===== src/rtl/mem_port_arbiter_pkg.sv =====
// Shared encodings for the memory port arbiter: FSM states, requester ids, access ops.
package mem_port_arbiter_pkg;

  typedef enum logic [1:0] {
    ARB_IDLE   = 2'd0,
    ARB_ACCESS = 2'd1,
    ARB_DONE   = 2'd2
  } arb_state_e;

  typedef enum logic {
    ARB_PORT_CPU = 1'b0,
    ARB_PORT_DMA = 1'b1
  } arb_port_e;

  typedef enum logic {
    ARB_OP_RD = 1'b0,
    ARB_OP_WR = 1'b1
  } arb_op_e;

  // Read and write together on one port resolve to a write.
  function automatic arb_op_e arb_op_sel(input logic wr);
    return wr ? ARB_OP_WR : ARB_OP_RD;
  endfunction

endpackage


===== src/rtl/mem_arb_prio.sv =====
// Grant decision between CPU and DMA: CPU wins unless DMA has waited through CPU_BURST
// consecutive CPU grants. The streak counter advances only when a grant is taken.
module mem_arb_prio
  import mem_port_arbiter_pkg::*;
#(
  parameter int CPU_BURST = 4
) (
  input  logic      clk,
  input  logic      rst,
  input  logic      arb_en,
  input  logic      cpu_req,
  input  logic      dma_req,
  output logic      gnt_vld,
  output arb_port_e gnt_port
);

  localparam int SW = $clog2(CPU_BURST + 1);
  localparam logic [SW-1:0] STREAK_MAX = SW'(CPU_BURST);

  logic [SW-1:0] streak_q, streak_d;
  logic          dma_win;

  always_comb begin
    dma_win  = dma_req && (!cpu_req || (streak_q >= STREAK_MAX));
    gnt_vld  = arb_en && (cpu_req || dma_req);
    gnt_port = dma_win ? ARB_PORT_DMA : ARB_PORT_CPU;
    streak_d = streak_q;
    if (gnt_vld) begin
      if (dma_win) begin
        streak_d = '0;
      end else if (streak_q != STREAK_MAX) begin
        streak_d = streak_q + SW'(1);
      end
    end
  end

  always_ff @(posedge clk or posedge rst) begin
    if (rst) begin
      streak_q <= '0;
    end else begin
      streak_q <= streak_d;
    end
  end

endmodule


===== src/rtl/mem_port_arbiter.sv =====
// Shares one memory port between CPU and DMA requesters: IDLE -> ACCESS (LATENCY cycles)
// -> DONE (one-cycle Rdy pulse to the granted port, registered read data).
module mem_port_arbiter
  import mem_port_arbiter_pkg::*;
#(
  parameter int ADDR_W    = 32,
  parameter int DATA_W    = 32,
  parameter int LATENCY   = 2,
  parameter int CPU_BURST = 4
) (
  input  logic              iClk,
  input  logic              iRst,
  input  logic              iCPU_Read,
  input  logic              iCPU_Write,
  input  logic [ADDR_W-1:0] iCPU_Addr,
  input  logic [DATA_W-1:0] iCPU_WData,
  output logic [DATA_W-1:0] oCPU_RData,
  output logic              oCPU_Rdy,
  input  logic              iDMA_Read,
  input  logic              iDMA_Write,
  input  logic [ADDR_W-1:0] iDMA_Addr,
  input  logic [DATA_W-1:0] iDMA_WData,
  output logic [DATA_W-1:0] oDMA_RData,
  output logic              oDMA_Rdy,
  output logic [ADDR_W-1:0] oMem_Addr,
  output logic [DATA_W-1:0] oMem_WData,
  output logic              oMem_Read,
  output logic              oMem_Write,
  input  logic [DATA_W-1:0] iMem_Data,
  output logic              oBusy
);

  localparam int CNT_W = $clog2(LATENCY + 1);
  localparam logic [CNT_W-1:0] CNT_INIT = CNT_W'(LATENCY - 1);

  arb_state_e        state_q, state_d;
  arb_port_e         port_q, port_d;
  arb_op_e           op_q, op_d;
  logic [ADDR_W-1:0] addr_q, addr_d;
  logic [DATA_W-1:0] wdata_q, wdata_d;
  logic [CNT_W-1:0]  cnt_q, cnt_d;
  logic [DATA_W-1:0] cpu_rdata_q, cpu_rdata_d;
  logic [DATA_W-1:0] dma_rdata_q, dma_rdata_d;

  logic      cpu_req, dma_req;
  logic      gnt_vld;
  arb_port_e gnt_port;

  assign cpu_req = iCPU_Read | iCPU_Write;
  assign dma_req = iDMA_Read | iDMA_Write;

  mem_arb_prio #(
    .CPU_BURST (CPU_BURST)
  ) u_prio (
    .clk      (iClk),
    .rst      (iRst),
    .arb_en   (state_q == ARB_IDLE),
    .cpu_req  (cpu_req),
    .dma_req  (dma_req),
    .gnt_vld  (gnt_vld),
    .gnt_port (gnt_port)
  );

  always_comb begin
    state_d     = state_q;
    port_d      = port_q;
    op_d        = op_q;
    addr_d      = addr_q;
    wdata_d     = wdata_q;
    cnt_d       = cnt_q;
    cpu_rdata_d = cpu_rdata_q;
    dma_rdata_d = dma_rdata_q;
    case (state_q)
      ARB_IDLE: begin
        if (gnt_vld) begin
          state_d = ARB_ACCESS;
          port_d  = gnt_port;
          cnt_d   = CNT_INIT;
          if (gnt_port == ARB_PORT_DMA) begin
            op_d    = arb_op_sel(iDMA_Write);
            addr_d  = iDMA_Addr;
            wdata_d = iDMA_WData;
          end else begin
            op_d    = arb_op_sel(iCPU_Write);
            addr_d  = iCPU_Addr;
            wdata_d = iCPU_WData;
          end
        end
      end
      ARB_ACCESS: begin
        if (cnt_q == '0) begin
          state_d = ARB_DONE;
          // Write completions return zero data to the requester.
          if (port_q == ARB_PORT_DMA) begin
            dma_rdata_d = (op_q == ARB_OP_RD) ? iMem_Data : '0;
          end else begin
            cpu_rdata_d = (op_q == ARB_OP_RD) ? iMem_Data : '0;
          end
        end else begin
          cnt_d = cnt_q - CNT_W'(1);
        end
      end
      ARB_DONE: begin
        state_d     = ARB_IDLE;
        cpu_rdata_d = '0;
        dma_rdata_d = '0;
      end
      default: begin
        state_d = ARB_IDLE;
      end
    endcase
  end

  always_ff @(posedge iClk or posedge iRst) begin
    if (iRst) begin
      state_q     <= ARB_IDLE;
      port_q      <= ARB_PORT_CPU;
      op_q        <= ARB_OP_RD;
      addr_q      <= '0;
      wdata_q     <= '0;
      cnt_q       <= '0;
      cpu_rdata_q <= '0;
      dma_rdata_q <= '0;
    end else begin
      state_q     <= state_d;
      port_q      <= port_d;
      op_q        <= op_d;
      addr_q      <= addr_d;
      wdata_q     <= wdata_d;
      cnt_q       <= cnt_d;
      cpu_rdata_q <= cpu_rdata_d;
      dma_rdata_q <= dma_rdata_d;
    end
  end

  // Strobes and Rdy decode straight from flops, so reset drops them without a clock.
  always_comb begin
    oMem_Addr  = addr_q;
    oMem_WData = wdata_q;
    oMem_Read  = (state_q == ARB_ACCESS) && (op_q == ARB_OP_RD);
    oMem_Write = (state_q == ARB_ACCESS) && (op_q == ARB_OP_WR);
    oCPU_Rdy   = (state_q == ARB_DONE) && (port_q == ARB_PORT_CPU);
    oDMA_Rdy   = (state_q == ARB_DONE) && (port_q == ARB_PORT_DMA);
    oCPU_RData = cpu_rdata_q;
    oDMA_RData = dma_rdata_q;
    oBusy      = (state_q == ARB_ACCESS) || (state_q == ARB_DONE);
  end

endmodule


===== config.mk =====
export PLATFORM = sky130hd
export DESIGN_NAME = mem_port_arbiter
export DESIGN_NICKNAME = d
export VERILOG_FILES = /design/src/rtl/mem_port_arbiter_pkg.sv /design/src/rtl/mem_arb_prio.sv /design/src/rtl/mem_port_arbiter.sv
export SDC_FILE = /design/constraint.sdc
export NUM_CORES = 1
export LEC_CHECK = 0
export BUFFER_PORTS_ARGS = -buffer_cell sky130_fd_sc_hd__buf_4
export CORE_ASPECT_RATIO = 0.7
export CORE_MARGIN = 5
export CORE_UTILIZATION = 45
export CTS_BUF_LIST = sky130_fd_sc_hd__clkbuf_4
export DETAILED_ROUTE_END_ITERATION = 12
export PLACE_DENSITY = 0.84
export SLEW_MARGIN = 20
export SYNTH_ARGS = -nofsm -noshare
export SYNTH_HDL_FRONTEND = slang
export SYNTH_SLANG_ARGS = --single-unit
export TNS_END_PERCENT = 10

===== constraint.sdc =====
create_clock -name iClk -period 9.05 [get_ports iClk]
set_input_delay 0.905 -clock iClk [delete_from_list [all_inputs] [get_ports iClk]]
set_output_delay 0.905 -clock iClk [all_outputs]
set_load 0.05 [all_outputs]

==> results of run 1 <==
[logic make-up after synthesis]
logic type / Yosys count
fa+ha+maj: 6
mux: 67
compound gates: 215
simple gates: 117
flops: 137
buf+inv: 63
[stage by stage]
step | hold WS (ns) | cell area (sq um)
3_3_place_gp | 0.471 | 8650
2_1_floorplan | 0.459 | 6320
4_1_cts | 0.409 | 8900
3_5_place_dp | 0.481 | 8650
6_report | 0.436 | 8900
5_1_grt | 0.436 | 8900
[flip-flops by register name, summed over array words and instances (netlist names)]
| signal | count |
|---|---|
| u_prio.streak_q | 3 |
| state_q | 2 |
| port_q | 1 |
| oMem_WData | 32 |
| oCPU_RData | 32 |
| cnt_q | 2 |
| op_q | 1 |
| oDMA_RData | 32 |
| oMem_Addr | 32 |
[worst paths after layout]
kind | to
worst max-delay path | oMem_Read
worst min-delay path | oMem_Addr[14]
worst max register to register | oMem_Addr[26]
worst min register to register | cnt_q[1]
max in group asynchronous | state_q[0]
min in group iClk | cnt_q[1]
[layer usage]
| layer | up-vias | global-route usage [%] | part of all wire [%] |
|---|---|---|---|
| met5 | - | 0 | 0 |
| met2 | 258 | 38.8 | 48 |
| li1 | 2714 | - | - |
| met1 | 2836 | 30.4 | 40 |
| met3 | 36 | 9.10 | 10 |
| met4 | 0 | 7.18 | 2.1 |
[synthesized netlist by cell type, types with 2 or more instances]
cell,n
mux2_2,66
nand2_1,3
nor3b_1,2
a21oi_1,68
a31oi_1,66
and2_1,34
nor2_1,70
buf_2,27
clkbuf_1,22
buf_4,5
dfrtp_1,137
ha_1,6
nor2b_1,2
o21ai_0,67
inv_1,9
nand2b_1,2
[where the power goes]
group          switching, mW  internal, mW  total [mW]
Sequential             0.162         0.900        1.06
Combinational           1.71         0.808        2.51
Clock                  0.259         0.118       0.377
[area by class of cell]
| class | count | share of cell area, % |
|---|---|---|
| well taps | 190 | 2.67 |
| repair buffers | 308 | 26.0 |
| inverters | 9 | 0.436 |
| multi-input cells | 405 | 29.5 |
| flip-flops and latches | 137 | 38.5 |
| clock buffers | 17 | 1.43 |
| clock inverters | 15 | 1.46 |
==> metrics.txt, run 1 <==
status finished clean; count of cell types in the netlist 35; Synth Area in Adders 1.19%; crit start category flip-flop; vias in the first global route 6019; Slew Viols, Final 0; Vias per Instance 5.41; Tot Pwr 3.95 mW; WS Path Type reg -> out; synthesized instance count 605; critical path peak fanout 6; CTS Buffer Depth 2; Die Span Y 109 microns; Final Util 64.4%; Die X-Extent 152 microns; Worst Hold Class in -> async; CP delay by family, top buffers and inverters; area share of and/or/nand/nor cells after synthesis 8.69%; clk_skew 0.0260 ns; number of top-level pins 299; crit end category output pin; CP max stage delay 0.42 ns; RSZ-0062 raised after global routing no; Worst IR Drop VDD 0.229 mV; Setup Viol. Count Final 0; final std cells w/o fill 1081; multiplexer area fraction after synthesis 11.9%; reg2reg start state_q[0]; Most common cell on crit path inv_1; path length in cells of the critical path 5; fmax 372 MHz; Setup Buffers After CTS 0; antenna viol nets, final 0; Sink Count 137; period utilisation layout 29.7%; ranking of synthesized cells by area dfrtp_1 (54%), mux2_2 (12%), a31oi_1 (6.5%); grt total ovfl 0; commonest cells after routing, fill and taps aside buf_4 (308), dfrtp_1 (137), nor2_1 (69), a21oi_1 (68), o21ai_0 (67); Total Routing Usage GR 24.1%; first-pass GRT wire length 31100 microns; drt wl/cell 18.7 microns; cell taking the most area after synthesis dfrtp_1; Synth Net Count 777; mean post-synth cell area 10.5 sq um; yosys warns 0; Slew headroom 40.6%; Yosys reg bits 137; post-CTS sizing 0; Worst Path Arrival 1.78 ns; Die ar. 16600 sq um; largest family of logic cells by synthesized area compound AO/OA/AOI/OAI gates; Synth top area share 54.2%; DP Wirelength 14200 microns; initial antenna violation count 0; area of the multi-input gates 2630 sq um; layout cells sized above 1 46.5%; Post-synth top flop dfrtp_1; hold buffer count at cts 0; via count 5844; Post-synth EDFFs 0; Final min period 2.69 ns; nets 1050; Core ar. 13800 sq um; Buffers on Ports 298; iteration-0 DRC count of the detailed router 347; dpl cells 1049; Area Overhead vs Synth 40.8%; post-synthesis sequential area ratio 54.2%; commonest non-fill, non-tap cell in the layout buf_4; Reg2Reg Depth 6; crit path max-delay cell type dfrtp_1; diodes inserted 0; R2R Setup Slk 6.70 ns; largest net degree at the start of global routing 72; clk root buf clkbuf_4; Residual DRC 0; Leakage Power 4.28 nW; row count 36; mapped cell area 6320 sq um; final hold violation count 0; pre-CTS setup slack 6.34 ns; clock-pin slew on the worst setup and hold paths 0.14 ns; Buf/Inv on CP 3; number of CTS-inserted buffers 17; compound-cell area share of the yosys netlist 19.4%; Final TNS setup 0 ns; asr flop ratio synth 100%; CP Launch Point state_q[1]; starting density of the core 45.7%; Pre-antenna DRT Iters 5; Power Dens Cells 444 nW/um^2; XOR/XNOR Fraction of Synth Area 0%; worst-margin pin slew 0.891 ns; final WL 20200 microns; Worst EP required 8.15 ns; CTS tree yes; Final Wtd Congestion 0.795; setup slack after layout 6.36 ns; # H-tree levels 4; register area 3430 sq um; CP Cell Sequence inv_1 > ha_1 > inv_1 > nor2_1 > buf_4; maxcap violations 0; worst skew pair latency 0.53 ns; FILL cells 1139
(Power assumes the default switching activity.)
==> run 2, diff against run 1 <==
Settings changed: CORE_UTILIZATION 45 to 44, PLACE_DENSITY 0.84 to 0.85.
Clock period 9.05 ns to 2.23 ns, I/O delays scaled along.
==> run 2 against run 1 <==
Design area rose by 15%. Non-clock buffer count rose by 127. Total power rose to 4.2 times the previous value. Largest cell class is now buffers. Largest power group unchanged.
==> metrics.txt, run 2 (same netlist as run 1, synthesis figures left out) <==
Core ar. 14000 sq um (was 13800 sq um); row count 36 (unchanged); status finished clean (unchanged); Sink Count 137 (unchanged); critical path peak fanout 66 (was 6); DP Wirelength 14000 microns (was 14200 microns); antenna viol nets, final 0 (unchanged); CP max stage delay 0.64 ns (was 0.42 ns); period utilisation layout 88.0%; Pre-antenna DRT Iters 5 (unchanged); commonest non-fill, non-tap cell in the layout buf_4 (unchanged); clk root buf clkbuf_4 (unchanged); Final min period 1.96 ns; worst-margin pin slew 0.900 ns (was 0.891 ns); Reg2Reg Depth 6 (unchanged); crit start category flip-flop (unchanged); # H-tree levels 4 (unchanged); grt total ovfl 0 (unchanged); Clock Power Share 9.3% (was 9.5%); worst reg2reg endpoint oMem_Addr[17] (was oMem_Addr[26]); Final TNS setup 0 ns (unchanged); Net Switching 8.92 mW (was 2.13 mW); Setup Viol. Count Final 0 (unchanged); Sw Ratio 53.7% (was 53.8%); Area Overhead vs Synth 62.3% (was 40.8%); Worst Path Arrival 2.38 ns (was 1.78 ns); worst skew pair latency 0.52 ns (was 0.53 ns); Tot Pwr 16.6 mW (was 3.95 mW); via count 6806 (was 5844); Post-DP Area 8750 sq um (was 8650 sq um); final std cells w/o fill 1210 (was 1081); Worst EP required 2.65 ns (was 8.15 ns); Internal Pwr Total 7.69 mW (was 1.83 mW); RSZ-0062 raised after global routing no (unchanged); reg2reg start state_q[0] (unchanged); share of power burned in registers 26.3% (was 26.8%); Buffers on Ports 298 (unchanged); crit path max-delay cell type buf_4 (was dfrtp_1); WS Path Type reg -> reg (was reg -> out); final WL 23800 microns (was 20200 microns); Min-Delay Path Depth 3; Leakage Power 4.84 nW (was 4.28 nW); Die X-Extent 153 microns (was 152 microns); CTS tree yes (unchanged); iteration-0 DRC count of the detailed router 475 (was 347); Total Routing Usage GR 27.9% (was 24.1%); Hold Path Sink oMem_Addr[12]; number of CTS-inserted buffers 17 (unchanged); Hold Startpoint iDMA_Addr[12]; Final Wtd Congestion 0.884 (was 0.795); Die ar. 16900 sq um (was 16600 sq um); vias in the first global route 7088 (was 6019); maxcap violations 0 (unchanged); Worst Hold Class in -> reg (was in -> async); Final Cell Area 10300 sq um (was 8900 sq um); Slew headroom 39.8% (was 40.6%); Slew Viols, Final 0 (unchanged); largest net degree at the start of global routing 99 (was 72); R2R Setup Slk 0.27 ns (was 6.70 ns); Residual DRC 0 (unchanged); Power Dens Cells 1620 nW/um^2 (was 444 nW/um^2); final hold violation count 0 (unchanged); dpl cells 1052 (was 1049); Worst IR Drop VDD 0.843 mV (was 0.229 mV); CP Cell Sequence inv_1 > ha_1 > o41ai_4 > buf_4 > a31oi_1 > a21oi_1 (was inv_1 > ha_1 > inv_1 > nor2_1 > buf_4); CTS Buffer Depth 2 (unchanged); first-pass GRT wire length 37700 microns (was 31100 microns); nets 1177 (was 1050); starting density of the core 45.1% (was 45.7%); Vias per Instance 5.62 (was 5.41); fmax 510 MHz; layout cells sized above 1 40.9% (was 46.5%); number of top-level pins 299 (unchanged); clk_skew 0.0167 ns (was 0.0260 ns); clock-pin slew on the worst setup and hold paths 0.12 ns (was 0.14 ns); Final Util 73.3% (was 64.4%); initial antenna violation count 1 (was 0); commonest cells after routing, fill and taps aside buf_4 (304), dfrtp_1 (137), dlygate4sd3_1 (124), nor2_1 (69), a21oi_1 (68) (was buf_4 (308), dfrtp_1 (137), nor2_1 (69), a21oi_1 (68), o21ai_0 (67)); crit end category flip-flop (was output pin); Logic pwr share 64.4% (was 63.6%); drt wl/cell 19.7 microns (was 18.7 microns); Die Span Y 110 microns (was 109 microns)
==> run 2: repair_timing <==
| action | in CTS | in global routing |
|---|---|---|
| hold buffers | 124 | 0 |
| resized for setup | 0 | 0 |
| setup buffers | 0 | 0 |
| hold endpoints to repair | 201 | 0 |
==> run 2: area by class of cell <==
cell class                 count  area [sq um]
antenna                        2          5.00
fill                         886          3750
clock buffer                  17           128
sequential                   137          3430
multi-input combinational    405          2630
tap                          190           238
clock inverter                15           134
inverter                       9          37.5
timing repair buffer         435          3660
==> run 2: worst max-delay path by stage <==
stage,from,endpoint,slack (ns),cells after the start
finish,state_q[0],oMem_Addr[17],0.27,6
floorplan,iRst,cnt_q[0],0.30,1
CTS,state_q[1],oMem_Read,0.27,5
global placement,state_q[0],oMem_Addr[0],0.48,6
detailed placement,state_q[0],oMem_WData[29],0.38,6
global route,state_q[1],oMem_Addr[28],0.15,6
==> run 2: worst max-delay path: cells and delay by family (launching register included) <==
family / cells / cell delay, ns
AOI/OAI and AO/OA: 3 / 0.46
adders and majority gates: 1 / 0.30
DFF: 1 / 0.37
buffers and inverters: 2 / 0.71
==> run 2: per-stage QoR <==
stage / hold WS, ns / worst slack (ns)
floorplan: 0.373 / 0.300
global route: 0.0131 / 0.151
global placement: 0.426 / 0.476
finish: 0.0528 / 0.267
detailed placement: 0.436 / 0.383
CTS: 0.00164 / 0.275
==> run 2: layer usage <==
layer  share of wire (%)  wire length (microns)  GRT usage [%]
met1                  37                   8890           33.7
met2                  50                  11900           48.4
met3                 9.2                   2200           7.61
met4                 3.6                    866           11.1
met5                   0                      0              0
==> run 2: power groups by stage <==
stage          logic [mW]  registers, mW  clock network, mW
3_3_place_gp         10.1           4.32                  0
2_1_floorplan        3.55           7.98                  0
6_report             10.7           4.37               1.54
5_1_grt              11.3           4.50               1.70
3_5_place_dp         10.3           4.37                  0
4_1_cts              10.5           4.33               1.60
==> run 3, diff against run 2 <==
Settings changed: ABC_AREA from default to 1, CAP_MARGIN from default to 20.
==> run 3 against run 2 <==
Utilization rose by 0.12 points. Global-route usage rose by 0.25 points. Synthesized area rose by 3.5%. Sequential power fell by 0.9%. Largest power group unchanged. Highest routed layer unchanged.
==> metrics.txt, run 3 <==
status finished clean (unchanged); Reg2Reg Depth 8 (was 6); largest net degree at the start of global routing 138 (was 99); yosys warns 0 (unchanged); Sink Count 137 (unchanged); Worst EP required 2.68 ns (was 2.65 ns); mean post-synth cell area 8.14 sq um (was 10.5 sq um); Die ar. 17500 sq um (was 16900 sq um); Worst Path Arrival 2.56 ns (was 2.38 ns); Post-DP Area 8920 sq um (was 8750 sq um); mapped cell area 6550 sq um (was 6320 sq um); Net Switching 8.96 mW (was 8.92 mW); Vias per Instance 5.05 (was 5.62); number of top-level pins 299 (unchanged); Leakage Power 5.69 nW (was 4.84 nW); period utilisation layout 94.6% (was 88.0%); Slew headroom 51.0% (was 39.8%); post-synthesis sequential area ratio 52.4% (was 54.2%); grt total ovfl 0 (unchanged); clk_skew 0.0291 ns (was 0.0167 ns); number of CTS-inserted buffers 17 (unchanged); multiplexer area fraction after synthesis 0% (was 11.9%); Core ar. 14600 sq um (was 14000 sq um); worst-margin pin slew 0.735 ns (was 0.900 ns); via count 7303 (was 6806); # H-tree levels 4 (unchanged); CTS tree yes (unchanged); worst skew pair latency 0.52 ns (about the same); iteration-0 DRC count of the detailed router 478 (was 475); asr flop ratio synth 100% (unchanged); initial antenna violation count 0 (was 1); Internal Pwr Total 7.54 mW (was 7.69 mW); Residual DRC 0 (unchanged); layout cells sized above 1 28.7% (was 40.9%); Die X-Extent 156 microns (was 153 microns); R2R Setup Slk 0.12 ns (was 0.27 ns); maxcap violations 0 (unchanged); Total Routing Usage GR 28.2% (was 27.9%); Synth Area in Adders 1.15% (was 1.19%); top-count cell post-synth nand2_1 (was dfrtp_1); XOR/XNOR Fraction of Synth Area 0.134% (was 0%); vias in the first global route 7565 (was 7088); Min Hold Slack 0.0487 ns (was 0.0528 ns); Buffers on Ports 298 (unchanged); busiest grt layer met2 (unchanged); starting density of the core 44.7% (was 45.1%); row count 37 (was 36); Min-Delay Path Depth 5 (was 3); area of the multi-input gates 2560 sq um (was 2630 sq um); reg2reg start state_q[0] (unchanged); crit end category flip-flop (unchanged); Final Cell Area 10700 sq um (was 10300 sq um); register area 3430 sq um (unchanged); Sw Ratio 54.3% (was 53.7%); final WL 24600 microns (was 23800 microns); Setup Viol. Count Final 0 (unchanged); antenna viol nets, final 0 (unchanged); nets 1410 (was 1177); Hold Path Sink oMem_WData[10] (was oMem_Addr[12]); largest family of logic cells by synthesized area simple AND/OR/NAND/NOR gates (was compound AO/OA/AOI/OAI gates); share of power burned in registers 26.2% (was 26.3%); final std cells w/o fill 1446 (was 1210); Die Span Y 112 microns (was 110 microns); Synth Net Count 976 (was 777); Final Wtd Congestion 0.843 (was 0.884); Synth top area share 52.4% (was 54.2%); compound-cell area share of the yosys netlist 5.98% (was 19.4%); Post-synth top flop dfrtp_1 (unchanged); worst reg2reg endpoint oMem_Addr[25] (was oMem_Addr[17]); Power Dens Cells 1540 nW/um^2 (was 1620 nW/um^2); CTS Buffer Depth 2 (unchanged); Clock Power Share 10.0% (was 9.3%); Final Util 73.4% (was 73.3%); cell taking the most area after synthesis dfrtp_1 (unchanged); Worst Hold Class in -> reg (unchanged); dpl cells 1261 (was 1052); WS Path Type reg -> reg (unchanged); grt met3 use 8.40% (was 7.61%); most frequent cells after synthesis nand2_1 (315), dfrtp_1 (137), inv_1 (78), nand3_1 (66), nand3b_1 (64) (was dfrtp_1 (137), nor2_1 (70), a21oi_1 (68), o21ai_0 (67)); clk root buf clkbuf_4 (unchanged); Hold Startpoint iCPU_WData[10] (was iDMA_Addr[12]); diodes inserted 0 (was 2); ranking of synthesized cells by area dfrtp_1 (52%), nand2_1 (18%), nand3b_1 (7.3%) (was dfrtp_1 (54%), mux2_2 (12%), a31oi_1 (6.5%)); FILL cells 966 (was 886); commonest non-fill, non-tap cell in the layout nand2_1 (was buf_4); Logic pwr share 63.8% (was 64.4%); GR Util met1 35.0% (was 33.7%); clock-pin slew on the worst setup and hold paths 0.12 ns (about the same); synthesized instance count 804 (was 605); Tot Pwr 16.5 mW (was 16.6 mW); critical path peak fanout 19 (was 66); Yosys reg bits 137 (unchanged); crit start category flip-flop (unchanged); Slew Viols, Final 0 (unchanged); count of cell types in the netlist 24 (was 35); DP Wirelength 14500 microns (was 14000 microns); drt wl/cell 17.0 microns (was 19.7 microns); area share of and/or/nand/nor cells after synthesis 31.6% (was 8.69%); Worst IR Drop VDD 0.878 mV (was 0.843 mV); first-pass GRT wire length 39600 microns (was 37700 microns); Pre-antenna DRT Iters 5 (unchanged); fmax 474 MHz (was 510 MHz); Area Overhead vs Synth 64.0% (was 62.3%); global-route met2 utilization 47.1% (was 48.4%); Final min period 2.11 ns (was 1.96 ns); Post-synth EDFFs 0 (unchanged); final hold violation count 0 (unchanged); commonest cells after routing, fill and taps aside nand2_1 (314), buf_4 (311), dlygate4sd3_1 (150), dfrtp_1 (137), inv_1 (76) (was buf_4 (304), dfrtp_1 (137), dlygate4sd3_1 (124), nor2_1 (69), a21oi_1 (68))
run 3: area by class of cell:
cell class	instances	share of cell area, %
multi-input combinational	537	23.8
inverter	80	2.83
timing repair buffer	465	36.5
tap	195	2.27
clock inverter	14	1.38
sequential	137	31.9
clock buffer	18	1.26
run 3: power by group through the flow:
stage                     Clock, mW  Combinational (mW)  Sequential [mW]
after global routing           1.81                11.3             4.45
after CTS                      1.69                10.3             4.29
after floorplan                   0                3.38             7.76
after detailed placement          0                9.85             4.31
final                          1.65                10.5             4.33
after global placement            0                9.67             4.30
run 3: cell families (layout without fill, tap and decap cells):
family	count (synthesis)	in the layout
AND/OR/NAND/NOR	457	457
flip-flops	137	137
buffers and inverters	130	577
AO/OA/AOI/OAI	73	73
adder cells (fa/ha/maj)	6	6
XOR/XNOR	1	1
run 3: worst max-delay path by stage:
stage | start | end | depth (start not counted)
3_5_place_dp | state_q[1] | oDMA_RData[28] | 7
6_report | state_q[0] | oMem_Addr[25] | 8
3_3_place_gp | state_q[1] | oDMA_RData[27] | 6
4_1_cts | state_q[1] | oMem_Addr[15] | 8
2_1_floorplan | iRst | cnt_q[0] | 1
5_1_grt | state_q[1] | oMem_Addr[25] | 8
run 3: per-layer routing:
metal | wire [microns] | vias up | part of all wire, %
li1 | - | 3399 | -
met5 | 0 | - | 0
met3 | 2380 | 58 | 9.7
met1 | 9510 | 3430 | 39
met4 | 754 | 0 | 3.1
met2 | 12000 | 416 | 49
run 3: through the flow:
stage / worst slack [ns] / TNS [ns]
floorplan: 0.300 / 0
global placement: 0.410 / 0
detailed placement: 0.339 / 0
CTS: 0.0371 / 0
global route: -0.00988 / -0.00988
finish: 0.120 / 0
run 3: critical path, stage by stage (launching register included):
cell           delay, ns
dfrtp_1             0.41
inv_1               0.08
ha_1                0.16
inv_1               0.09
a21oi_4             0.21
buf_4               0.28
nand3_1             0.14
dlygate4sd3_1       0.60
nand2_1             0.09
run 3: timing repair:
| item | CTS | global route |
|---|---|---|
| gates resized for setup | 0 | 1 |
| hold buffers | 150 | 0 |
| setup buffers | 0 | 3 |
| setup endpoints to repair | 0 | 27 |
| hold endpoints to repair | 265 | 0 |
